===== config.mk =====
export PLATFORM = sky130hd
export DESIGN_NAME = mem_stage_unit
export DESIGN_NICKNAME = d
export VERILOG_FILES = /design/src/rtl/mem_stage_unit.sv
export SDC_FILE = /design/constraint.sdc
export NUM_CORES = 1
export LEC_CHECK = 0
export BUFFER_PORTS_ARGS = -buffer_cell sky130_fd_sc_hd__buf_4
export CORE_ASPECT_RATIO = 1.4
export CORE_UTILIZATION = 45
export CTS_BUF_LIST = sky130_fd_sc_hd__clkbuf_16
export DETAILED_ROUTE_END_ITERATION = 10
export PLACE_DENSITY = 0.85
export SLEW_MARGIN = 10
export SYNTH_ARGS = -nofsm -noshare
export SYNTH_HDL_FRONTEND = slang
export SYNTH_SLANG_ARGS = --single-unit

===== constraint.sdc =====
create_clock -name clk -period 5.3 [get_ports clk]
set_input_delay 0.795 -clock clk [delete_from_list [all_inputs] [get_ports clk]]
set_output_delay 0.795 -clock clk [all_outputs]
set_load 0.1 [all_outputs]

===== src/rtl/mem_stage_unit.sv =====
// MEM-stage data-memory access engine: issues load/store requests, stalls the
// pipeline until the memory responds, and produces the extended load value.
module mem_stage_unit (
    input  logic        clk,
    input  logic        rst,
    input  logic        req_valid,
    input  logic        mem_read_req,
    input  logic        mem_write_req,
    input  logic [2:0]  funct3,
    input  logic [31:0] addr,
    input  logic [31:0] store_data,
    output logic        dmem_read,
    output logic        dmem_write,
    output logic [31:0] dmem_address,
    output logic [3:0]  dmem_byte_enable,
    output logic [31:0] dmem_wdata,
    input  logic [31:0] dmem_rdata,
    input  logic        dmem_resp,
    output logic [31:0] mdr_out,
    output logic        stall,
    output logic        misaligned
);

    typedef enum logic [1:0] {
        IDLE   = 2'd0,
        ACCESS = 2'd1,
        DONE   = 2'd2
    } state_t;

    state_t      state_q, state_d;
    logic [31:0] addr_q, addr_d;
    logic [31:0] store_data_q, store_data_d;
    logic [2:0]  funct3_q, funct3_d;
    logic        is_store_q, is_store_d;
    logic [31:0] mdr_q, mdr_d;

    logic        mem_op;
    logic        req_misaligned;
    logic [4:0]  lane_shift;
    logic [31:0] rdata_shifted;
    logic [31:0] load_value;

    // funct3[1:0] selects width; 011/110/111 fall into the word case.
    always_comb begin
        mem_op = req_valid & (mem_read_req | mem_write_req);
        case (funct3[1:0])
            2'b00:   req_misaligned = 1'b0;
            2'b01:   req_misaligned = addr[0];
            default: req_misaligned = |addr[1:0];
        endcase
    end

    always_comb begin
        state_d      = state_q;
        addr_d       = addr_q;
        store_data_d = store_data_q;
        funct3_d     = funct3_q;
        is_store_d   = is_store_q;
        mdr_d        = mdr_q;
        stall        = 1'b0;
        misaligned   = 1'b0;
        case (state_q)
            IDLE: begin
                if (mem_op) begin
                    if (req_misaligned) begin
                        misaligned = 1'b1;
                    end else begin
                        stall        = 1'b1;
                        addr_d       = addr;
                        store_data_d = store_data;
                        funct3_d     = funct3;
                        is_store_d   = mem_write_req;
                        state_d      = ACCESS;
                    end
                end
            end
            ACCESS: begin
                stall = 1'b1;
                if (dmem_resp) begin
                    if (!is_store_q) begin
                        mdr_d = load_value;
                    end
                    state_d = DONE;
                end
            end
            DONE: begin
                state_d = IDLE;
            end
            default: begin
                state_d = IDLE;
            end
        endcase
    end

    // Memory-side signals come only from the latched request so they stay
    // stable for the whole access regardless of the pipeline inputs.
    always_comb begin
        lane_shift       = {addr_q[1:0], 3'b000};
        rdata_shifted    = dmem_rdata >> lane_shift;
        dmem_read        = 1'b0;
        dmem_write       = 1'b0;
        dmem_address     = 32'd0;
        dmem_byte_enable = 4'b0000;
        dmem_wdata       = 32'd0;
        case (funct3_q)
            3'b000:  load_value = {{24{rdata_shifted[7]}}, rdata_shifted[7:0]};
            3'b100:  load_value = {24'd0, rdata_shifted[7:0]};
            3'b001:  load_value = {{16{rdata_shifted[15]}}, rdata_shifted[15:0]};
            3'b101:  load_value = {16'd0, rdata_shifted[15:0]};
            default: load_value = rdata_shifted;
        endcase
        if (state_q == ACCESS) begin
            dmem_read    = ~is_store_q;
            dmem_write   = is_store_q;
            dmem_address = {addr_q[31:2], 2'b00};
            if (is_store_q) begin
                dmem_wdata = store_data_q << lane_shift;
                case (funct3_q[1:0])
                    2'b00:   dmem_byte_enable = 4'b0001 << addr_q[1:0];
                    2'b01:   dmem_byte_enable = 4'b0011 << addr_q[1:0];
                    default: dmem_byte_enable = 4'b1111;
                endcase
            end
        end
    end

    always_ff @(posedge clk or posedge rst) begin
        if (rst) begin
            state_q      <= IDLE;
            addr_q       <= 32'd0;
            store_data_q <= 32'd0;
            funct3_q     <= 3'd0;
            is_store_q   <= 1'b0;
            mdr_q        <= 32'd0;
        end else begin
            state_q      <= state_d;
            addr_q       <= addr_d;
            store_data_q <= store_data_d;
            funct3_q     <= funct3_d;
            is_store_q   <= is_store_d;
            mdr_q        <= mdr_d;
        end
    end

    assign mdr_out = mdr_q;

endmodule


# Word level (Yosys, flattened, before mapping)

Index checks and enable logic that the tools add are counted.

Output and inout port bits: 104
Register bits after elaboration: 102
Logic and storage cells: 51

Equal/unequal tests: 9
Bitwise operators: 4
Mux-type cells: 20
Shift-type cells: 4
Reduce and logical (&&, ||, !) cells: 8

Operators with widths:

| operator                                         | count |
|---|---|
| case mux 32 bit (4 select lines)                 | 1 |
| two-way mux 32 bit                               | 3 |
| << shifter 32 x 5 -> 32 bit                      | 1 |
| right shift 32 x 5 -> 32 bit                     | 1 |
| AND reduction 3 bit                              | 3 |
| two-way mux 4 bit                                | 2 |
| case mux 4 bit (2 select lines)                  | 1 |
| two-way mux 1 bit                                | 7 |
| == test 2 x 1 -> 1 bit (second input constant)   | 3 |
| == test 3 bit (second input constant)            | 2 |
| logical NOT 2 bit                                | 3 |
| two-way mux 2 bit                                | 3 |
| != test 2 bit (second input constant)            | 3 |
| case mux 1 bit (2 select lines)                  | 2 |
| case mux 2 bit (2 select lines)                  | 1 |
| << shifter 1 x 2 -> 4 bit (first input constant) | 1 |
| << shifter 2 x 2 -> 4 bit (first input constant) | 1 |
| == test 3 x 1 -> 1 bit (second input constant)   | 1 |
| logical NOT 3 bit                                | 1 |
| NOT 1 bit                                        | 2 |
| OR reduction 2 bit                               | 1 |
| bitwise AND 1 bit                                | 1 |
| OR 1 bit                                         | 1 |

# Longest topological paths before layout

Gate-level depths: netlist (run 1).

Word-level depth: 5
Gate-level depth with buffers: 7
Mapped depth without buffers: 4

# Least setup slack after synthesis (run 1)

OpenSTA, ideal clock, no wires.

Kind: reg-to-output
From: register addr_q[0]
To: output dmem_wdata[24]
Data arrival time: 3.249 ns
Stages on the path, launching flop included: 6
Data required time: 4.505 ns
Buffers on the path: 3
Path slack: 1.256 ns
Cells stage by stage: dfrtp_1 -> buf_6 -> buf_4 -> buf_4 -> mux2i_1 -> a211oi_1

Cells in the longest elaborated chain, start to end: 3

Ends and longest elaborated chain:

| item                        | line | RTL |
|---|---|---|
| start, declared             | 31   | `logic [31:0] addr_q, addr_d;` |
| start signal, assigned      | 137  | `addr_q <= addr_d;` |
| << shifter 32 x 5 -> 32 bit | 117  | `dmem_wdata = store_data_q << lane_shift;` |
| two-way mux 32 bit          | 116  | `if (is_store_q) begin` |
| two-way mux 32 bit          | 112  | `if (state_q == ACCESS) begin` |
| end, declared               | 16   | `output logic [31:0] dmem_wdata,` |

No other way between the ends.

# Worst setup path in the final report (run 1)

From: register addr_q[1]
To: output dmem_byte_enable[2]

Cells in the longest elaborated chain, start to end: 4

Ends and longest elaborated chain:

| item                                                                   | line     | RTL |
|---|---|---|
| << shifter 2 x 2 -> 4 bit or << shifter 1 x 2 -> 4 bit (tied branches) | 120, 119 |  |
| case mux 4 bit (2 select lines) *                                      | 118      | `case (funct3_q[1:0])` |
| two-way mux 4 bit *                                                    | 116      |  |
| two-way mux 4 bit *                                                    | 112      |  |
| end, declared                                                          | 15       | `output logic [3:0] dmem_byte_enable,` |

Every way passes the cells marked *; elsewhere a longest branch is shown, timed or not.

==> impl_metrics.csv, run 1 <==
group,metric,value,unit
pwr,power.total,0.00442,W
pwr,power.density,613,nW/um2
sta,fin_crit_sh,66.6,%
routing,drtIter0Drc,171,
clock_tree,cts_made_buffers,9,
grt,grt_use_total,24.4,%
critical_path,cp.required,4.51,ns
grt,grt.overflow.total,0,
die,die_w,94.3,um
pwr,intPower,0.00208,W
finish,stdcell_count,834,
sta,rsz0062_at_grt,"no",
pwr,power_frac_comb,55.0,%
sta,setup_tns,0,ns
pwr,p_sw,0.00234,W
placed_design,place_hpwl,10800,um
clock_tree,cts_tree,"built",
finish,fillers,891,
placed_design,place.gp.congestion,0.867,
grt,grt_max_degree,70,
routing,antenna_left,0,
critical_path,rr_endpoint,"mdr_out[30]",
sta,hold_viol,0,
die,dieArea,12400,um2
critical_path,critPathKind,"reg2out",
flow_run,maxCapViolations,0,
critical_path,path_cells,"nor2b_2 > nor2_1 > a21oi_1 > buf_4",
logic_synthesis,synthSimpleGateAreaFrac,18.0,%
sta,finalMaxSlewViolations,0,
critical_path,endpoint_kind,"primary output",
worst_hold_path,min_path_cells,1,
grt,grt_pass1_wl,23200,um
sta,maxSlewHeadroom,23.2,%
sta,timing.fmax,0.283,GHz
logic_synthesis,synth_compound_area_share,7.91,%
sta,final.setup_skew,0.00662,ns
logic_synthesis,synth_edf_count,0,
critical_path,reg2reg_slack,2.61,ns
finish,antenna_cells,0,
clock_tree,clockBufferDepth,2,
finish,drive_gt1_share,45.9,%
logic_synthesis,synth_top_family_by_area,"multiplexers",
finish,syn2layout_area_growth,34.4,%
clock_tree,h-tree-depth,3,
sta,hold_slack,0.486,ns
routing,drt_pre_antenna_iters,4,
grt,antenna_found_initial,0,
routing,vias_per_cell,5.35,
finish,multi_input_area,2590,um2
critical_path,cp.arrival,2.74,ns
clock_tree,cts.clk_slew.worst_paths,0.07,ns
pwr,p_leak,3.54,nW
pwr,pwr-share-clk,14.8,%
finish,final_nets,790,
clock_tree,cts-root-buf,"clkbuf_16",
die,num_rows,46,
pwr,switching_share,53.0,%
die,initial_core_util,46.8,%
critical_path,cpPeakStageDelay,0.99,ns
routing,wirelength,14700,um
logic_synthesis,synth_xor_area_share,0,%
worst_hold_path,hold_path_end,"addr_q[28]",
placed_design,placedCellCount,818,
logic_synthesis,avgSynthCellArea,10.8,um2
placed_design,portBuffers,206,
worst_hold_path,worstHoldPathType,"reg2reg",
routing,vias,4460,
logic_synthesis,async_reset_ff_share,100,%
clock_tree,clk_latency,0.34,ns
logic_synthesis,synthCells,499,
outcome,outcome,"completed",
grt,first_global_vias,4543,
worst_hold_path,hold_start,"addr_q[28]",
die,fp.dieH,131,um
clock_tree,cts_hold_buf,0,
logic_synthesis,ys_types,38,
logic_synthesis,syn-cell-area,5370,um2
routing,routedWlPerCell,17.7,um
logic_synthesis,ys_ff_latch,102,
logic_synthesis,synth-adder-area-share,0,%
sta,worst_pin_slew,1.15,ns
die,ioPinCount,209,
logic_synthesis,synthFlopType,"dfrtp_1",
routing,drcViolationCount,0,
critical_path,worstReg2RegStart,"addr_q[0]",
critical_path,setup.worst_path.start_class,"flip-flop",
pwr,p_seq_share,30.2,%
sta,setup_viol,0,
logic_synthesis,ys_seq_area_share,47.6,%
critical_path,r2r_cells,5,
die,core_area,11500,um2
finish,regArea,2550,um2
clock_tree,post-cts-setup-buffers,0,
critical_path,cpMaxStageDelayCell,"dfrtp_2",
pwr,peakVddDrop,0.000275,V
logic_synthesis,synth.mux.area_fraction,22.2,%
logic_synthesis,yosys_warnings,0,
clock_tree,cts.sinks,102,
clock_tree,cts_resized,0,
sta,fin_crit,3.53,ns
critical_path,crit_fanout,58,
-- final cells by class --
type | count | area share (%)
multi-input combinational | 358 | 36.0
sequential | 102 | 35.4
timing repair buffer | 210 | 21.9
clock buffer | 9 | 3.12
tap | 144 | 2.50
clock inverter | 7 | 0.902
inverter | 4 | 0.243
-- synthesized netlist by cell type, types with 2 or more instances --
cell      instances  area (um2)
inv_1             4        15.0
dfrtp_1         102        2550
and2_1           46         288
o21ai_0          16        80.1
or2_2             3        18.8
buf_1             2        7.51
mux2_1            9         101
a21oi_1          27         135
nand3_1          22         110
buf_2             9        45.0
clkbuf_1         11        41.3
mux2_2           67         754
mux2i_1          32         320
o21bai_1          2        15.0
a211oi_1         16         120
nand2_1          27         101
nand3_2          10         100
nor2_1           53         199
buf_4            12        90.1
nand3b_1          2        15.0
nor2b_1          10        62.6
-- sequential cells by signal, indices dropped and copies added (netlist names) --
signal and cells:
addr_q 32, funct3_q 3, is_store_q 1, mdr_out 32
state_q 2, store_data_q 32
-- cells by family after synthesis --
group,after synthesis
compound gates,68
buf+inv,40
flops,102
mux,109
other cells,1
simple gates,179
-- metrics by stage --
step                      cell area [um2]  util (%)  setup WS (ns)
final                                7210      63.0           1.77
after CTS                            7210      63.0           1.79
after global routing                 7210      63.0           1.59
after global placement               6920      60.4           2.22
after floorplan                      5370         -           1.26
after detailed placement             6920      60.4           2.17
-- worst max-delay path: cells and delay by family (launching register included) --
family,cells,cell delay [ns]
compound gates,1,0.23
buf+inv,1,0.35
flops,1,0.99
simple gates,2,0.82
-- power by group through the flow --
stage          clock (W)  sequential (W)  combinational (W)
3_3_place_gp           0         0.00133            0.00240
6_report        0.000654         0.00133            0.00243
2_1_floorplan          0         0.00204            0.00120
3_5_place_dp           0         0.00135            0.00244
4_1_cts         0.000667         0.00134            0.00244
5_1_grt         0.000703         0.00138            0.00254
-- routing by layer --
metal  share of wire, %  GRT usage [%]  routed length [um]
met5                  0              0                   0
met2                 52           41.1                7720
met4                3.6           11.8                 525
met3                5.5           5.09                 811
met1                 39           28.8                5680
-- cell usage in the layout, fill, tap and decap left out, drive strengths merged, types with 6 or more instances in the layout --
cell      n
buf     210
dfrtp   102
mux2     77
nor2     53
and2     46
mux2i    32
nand3    32
a21oi    27
nand2    27
o21ai    17
a211oi   16
nor2b    11
clkbuf    9
inv       6
-- worst max-delay path by stage --
stage               cells after the start       from  slack [ns]                  end
floorplan                               5  addr_q[0]        1.26       dmem_wdata[24]
global placement                        4  addr_q[1]        2.22       dmem_wdata[21]
detailed placement                      4  addr_q[1]        2.17       dmem_wdata[21]
CTS                                     4  addr_q[1]        1.79       dmem_wdata[21]
global route                            4  addr_q[1]        1.59       dmem_wdata[21]
finish                                  4  addr_q[1]        1.77  dmem_byte_enable[2]
Power figures use the tool's default switching activity.
==> inputs of run 2 (changes only) <==
ABC_AREA = 1   (was default)
PLACE_DENSITY = 0.87   (was 0.85)
clock period = 3 ns   (was 5.3 ns; I/O delays follow)
==> run 2 against run 1 <==
  * Utilization fell by 0.11 points
  * Wire length rose by 13%
  * Total power increased by 85%
  * Sequential power is 62% higher
  * Synthesized area up 3.3%
==> impl_metrics.csv, run 2 <==
group,metric,value,unit
outcome,outcome,"completed",
sta,maxSlewHeadroom,41.4,%
routing,drt_pre_antenna_iters,5,
sta,final.setup_skew,0.00772,ns
sta,timing.fmax,0.351,GHz
critical_path,r2r_cells,6,
routing,vias_per_cell,5.09,
die,fp.dieH,133,um
die,core_area,11900,um2
critical_path,cpMaxStageDelayCell,"dfrtp_1",
pwr,power.density,1090,nW/um2
logic_synthesis,ys_types,28,
logic_synthesis,synth_edf_count,0,
finish,syn2layout_area_growth,35.4,%
critical_path,worstReg2RegStart,"addr_q[1]",
logic_synthesis,synth_area_leaders,"dfrtp_1 (46%), nand2_1 (14%), nor2_1 (8.5%)",
logic_synthesis,synth_common_cells,"nand2_1 (206), nor2_1 (126), dfrtp_1 (102)",
clock_tree,h-tree-depth,3,
logic_synthesis,yosys_warnings,0,
grt,grt.overflow.total,0,
routing,routedWlPerCell,15.0,um
pwr,peakVddDrop,0.000500,V
clock_tree,cts.clk_slew.worst_paths,0.07,ns
finish,final_nets,1059,
critical_path,endpoint_kind,"primary output",
logic_synthesis,ys_ff_latch,102,
finish,layout_common_cells,"buf_4 (213), nand2_1 (205), nor2_1 (110)",
sta,layout_setup_ws,0.152,ns
finish,final_util,62.9,%
sta,setup_viol,0,
critical_path,critPathMostFrequentCell,"buf_4",
logic_synthesis,syn-cell-area,5540,um2
sta,rsz0062_at_grt,"no",
die,ioPinCount,209,
clock_tree,cts_tree,"built",
logic_synthesis,synthFlopType,"dfrtp_1",
critical_path,cp.arrival,2.40,ns
logic_synthesis,synth_top_area_cell,"dfrtp_1",
logic_synthesis,async_reset_ff_share,100,%
pwr,power.total,0.00818,W
clock_tree,clockBufferDepth,2,
grt,first_global_vias,5226,
critical_path,reg2reg_slack,0.47,ns
placed_design,place.gp.congestion,0.913,
finish,layout_commonest_cell,"buf_4",
routing,drcViolationCount,0,
sta,worst_pin_slew,0.875,ns
grt,grt_use_total,26.5,%
critical_path,cpPeakStageDelay,0.79,ns
finish,drive_gt1_share,30.1,%
critical_path,setup.worst_path.start_class,"flip-flop",
logic_synthesis,ys_seq_area_share,46.0,%
logic_synthesis,synthCells,774,
logic_synthesis,synth_top_area_share,46.0,%
sta,finalMaxSlewViolations,0,
sta,setup_tns,0,ns
sta,fin_crit_sh,94.9,%
placed_design,portBuffers,206,
grt,grt_pass1_wl,25900,um
critical_path,cp.required,2.55,ns
critical_path,critPathKind,"reg2out",
sta,fin_crit,2.85,ns
clock_tree,cts_hold_buf,0,
grt,antenna_found_initial,0,
critical_path,cp-startpoint,"addr_q[1]",
logic_synthesis,yosysMostFrequentCell,"nand2_1",
sta,hold_viol,0,
clock_tree,cts-root-buf,"clkbuf_16",
grt,grt_max_degree,103,
die,die_w,95.8,um
worst_hold_path,worstHoldPathType,"in2async",
routing,vias,5633,
die,num_rows,47,
die,dieArea,12800,um2
routing,antenna_left,0,
finish,fillers,1080,
clock_tree,clk_latency,0.34,ns
critical_path,crit_fanout,25,
routing,drtIter0Drc,356,
logic_synthesis,avgSynthCellArea,7.16,um2
clock_tree,cts_made_buffers,9,
routing,wirelength,16600,um
finish,antenna_cells,0,
clock_tree,cts.sinks,102,
critical_path,rr_endpoint,"mdr_out[20]",
placed_design,placed_cell_area,7220,um2
placed_design,place_hpwl,11900,um
critical_path,path_delay_family,"buffers and inverters",
placed_design,pre_cts_ws,0.249,ns
pwr,p_leak,4.26,nW
finish,stdcell_area,7500,um2
critical_path,path_cells,"inv_2 > nand2_1 > buf_4 > o22ai_1 > buf_4",
flow_run,maxCapViolations,0,
critical_path,cp.buffers_inverters,3,
die,initial_core_util,46.4,%
## run 2: changes by cell type after synthesis, moves of 12 or more
cell	delta
mux2i_1	-16
nand2_1	+179
a21oi_1	+13
buf_2	+12
inv_1	+81
o22ai_1	+16
nand3_1	+59
nor2_1	+73
and2_1	-46
a211oi_1	-16
or2_2	+19
mux2_2	-67
## run 2: worst reg2reg max path: cells and delay by family (launching register included)
family | cells | cell delay [ns]
buffers and inverters | 2 | 0.40
flip-flops | 1 | 0.79
AND/OR/NAND/NOR | 4 | 1.29
## run 2: stage by stage
stage / instances / hold slack (ns)
floorplan: 775 / 0.441
global placement: 1089 / 0.454
detailed placement: 1089 / 0.459
CTS: 1106 / 0.285
global route: 1106 / 0.289
finish: 1106 / 0.234
## run 2: final cells by class
class,count,area (um2),share of cell area [%]
multi-input cells,536,2510,33.5
flip-flops and latches,102,2550,34.0
clock inverters,7,50.0,0.667
repair buffers,215,1640,21.8
inverters,90,342,4.55
clock buffers,9,225,3.00
well taps,147,184,2.45
## run 2: worst max path at each step
stage | end | slack [ns] | cells past startpoint
after floorplan | dmem_wdata[19] | -0.51 | 6
after global placement | stall | 0.27 | 6
after detailed placement | stall | 0.25 | 6
after CTS | dmem_wdata[20] | 0.09 | 3
after global routing | dmem_wdata[16] | 0.04 | 5
final | dmem_wdata[16] | 0.15 | 5
## run 2: layer usage
metal	wire length [um]	share of wire [%]	track usage [%]	vias to the layer above
met5	0	0	0	-
met2	8600	52	45.6	231
met1	6530	39	32.8	2619
met4	480	2.9	10.8	0
met3	1030	6.2	4.05	29
li1	-	-	-	2754
## run 2: cell families (layout without fill, tap and decap cells)
kind of cell / after synthesis / after routing / share of synthesized area (%)
flops: 102 / 102 / 46.0
buf+inv: 138 / 321 / 10.2
compound gates: 74 / 74 / 7.31
mux: 16 / 16 / 2.89
other cells: 1 / 2 / 0.0676
simple gates: 443 / 444 / 33.5
## run 2: where the power goes
group | switching, W | internal (W)
clock | 0.000534 | 0.000566
sequential | 0.000288 | 0.00186
combinational | 0.00382 | 0.00110
total | 0.00465 | 0.00353
## run 2: what timing repair did
action                     CTS  global route
resized for setup            0             1
buffers inserted             0             0
setup endpoints to repair    1            11
pin swaps                    1             1
cloned                       1             0
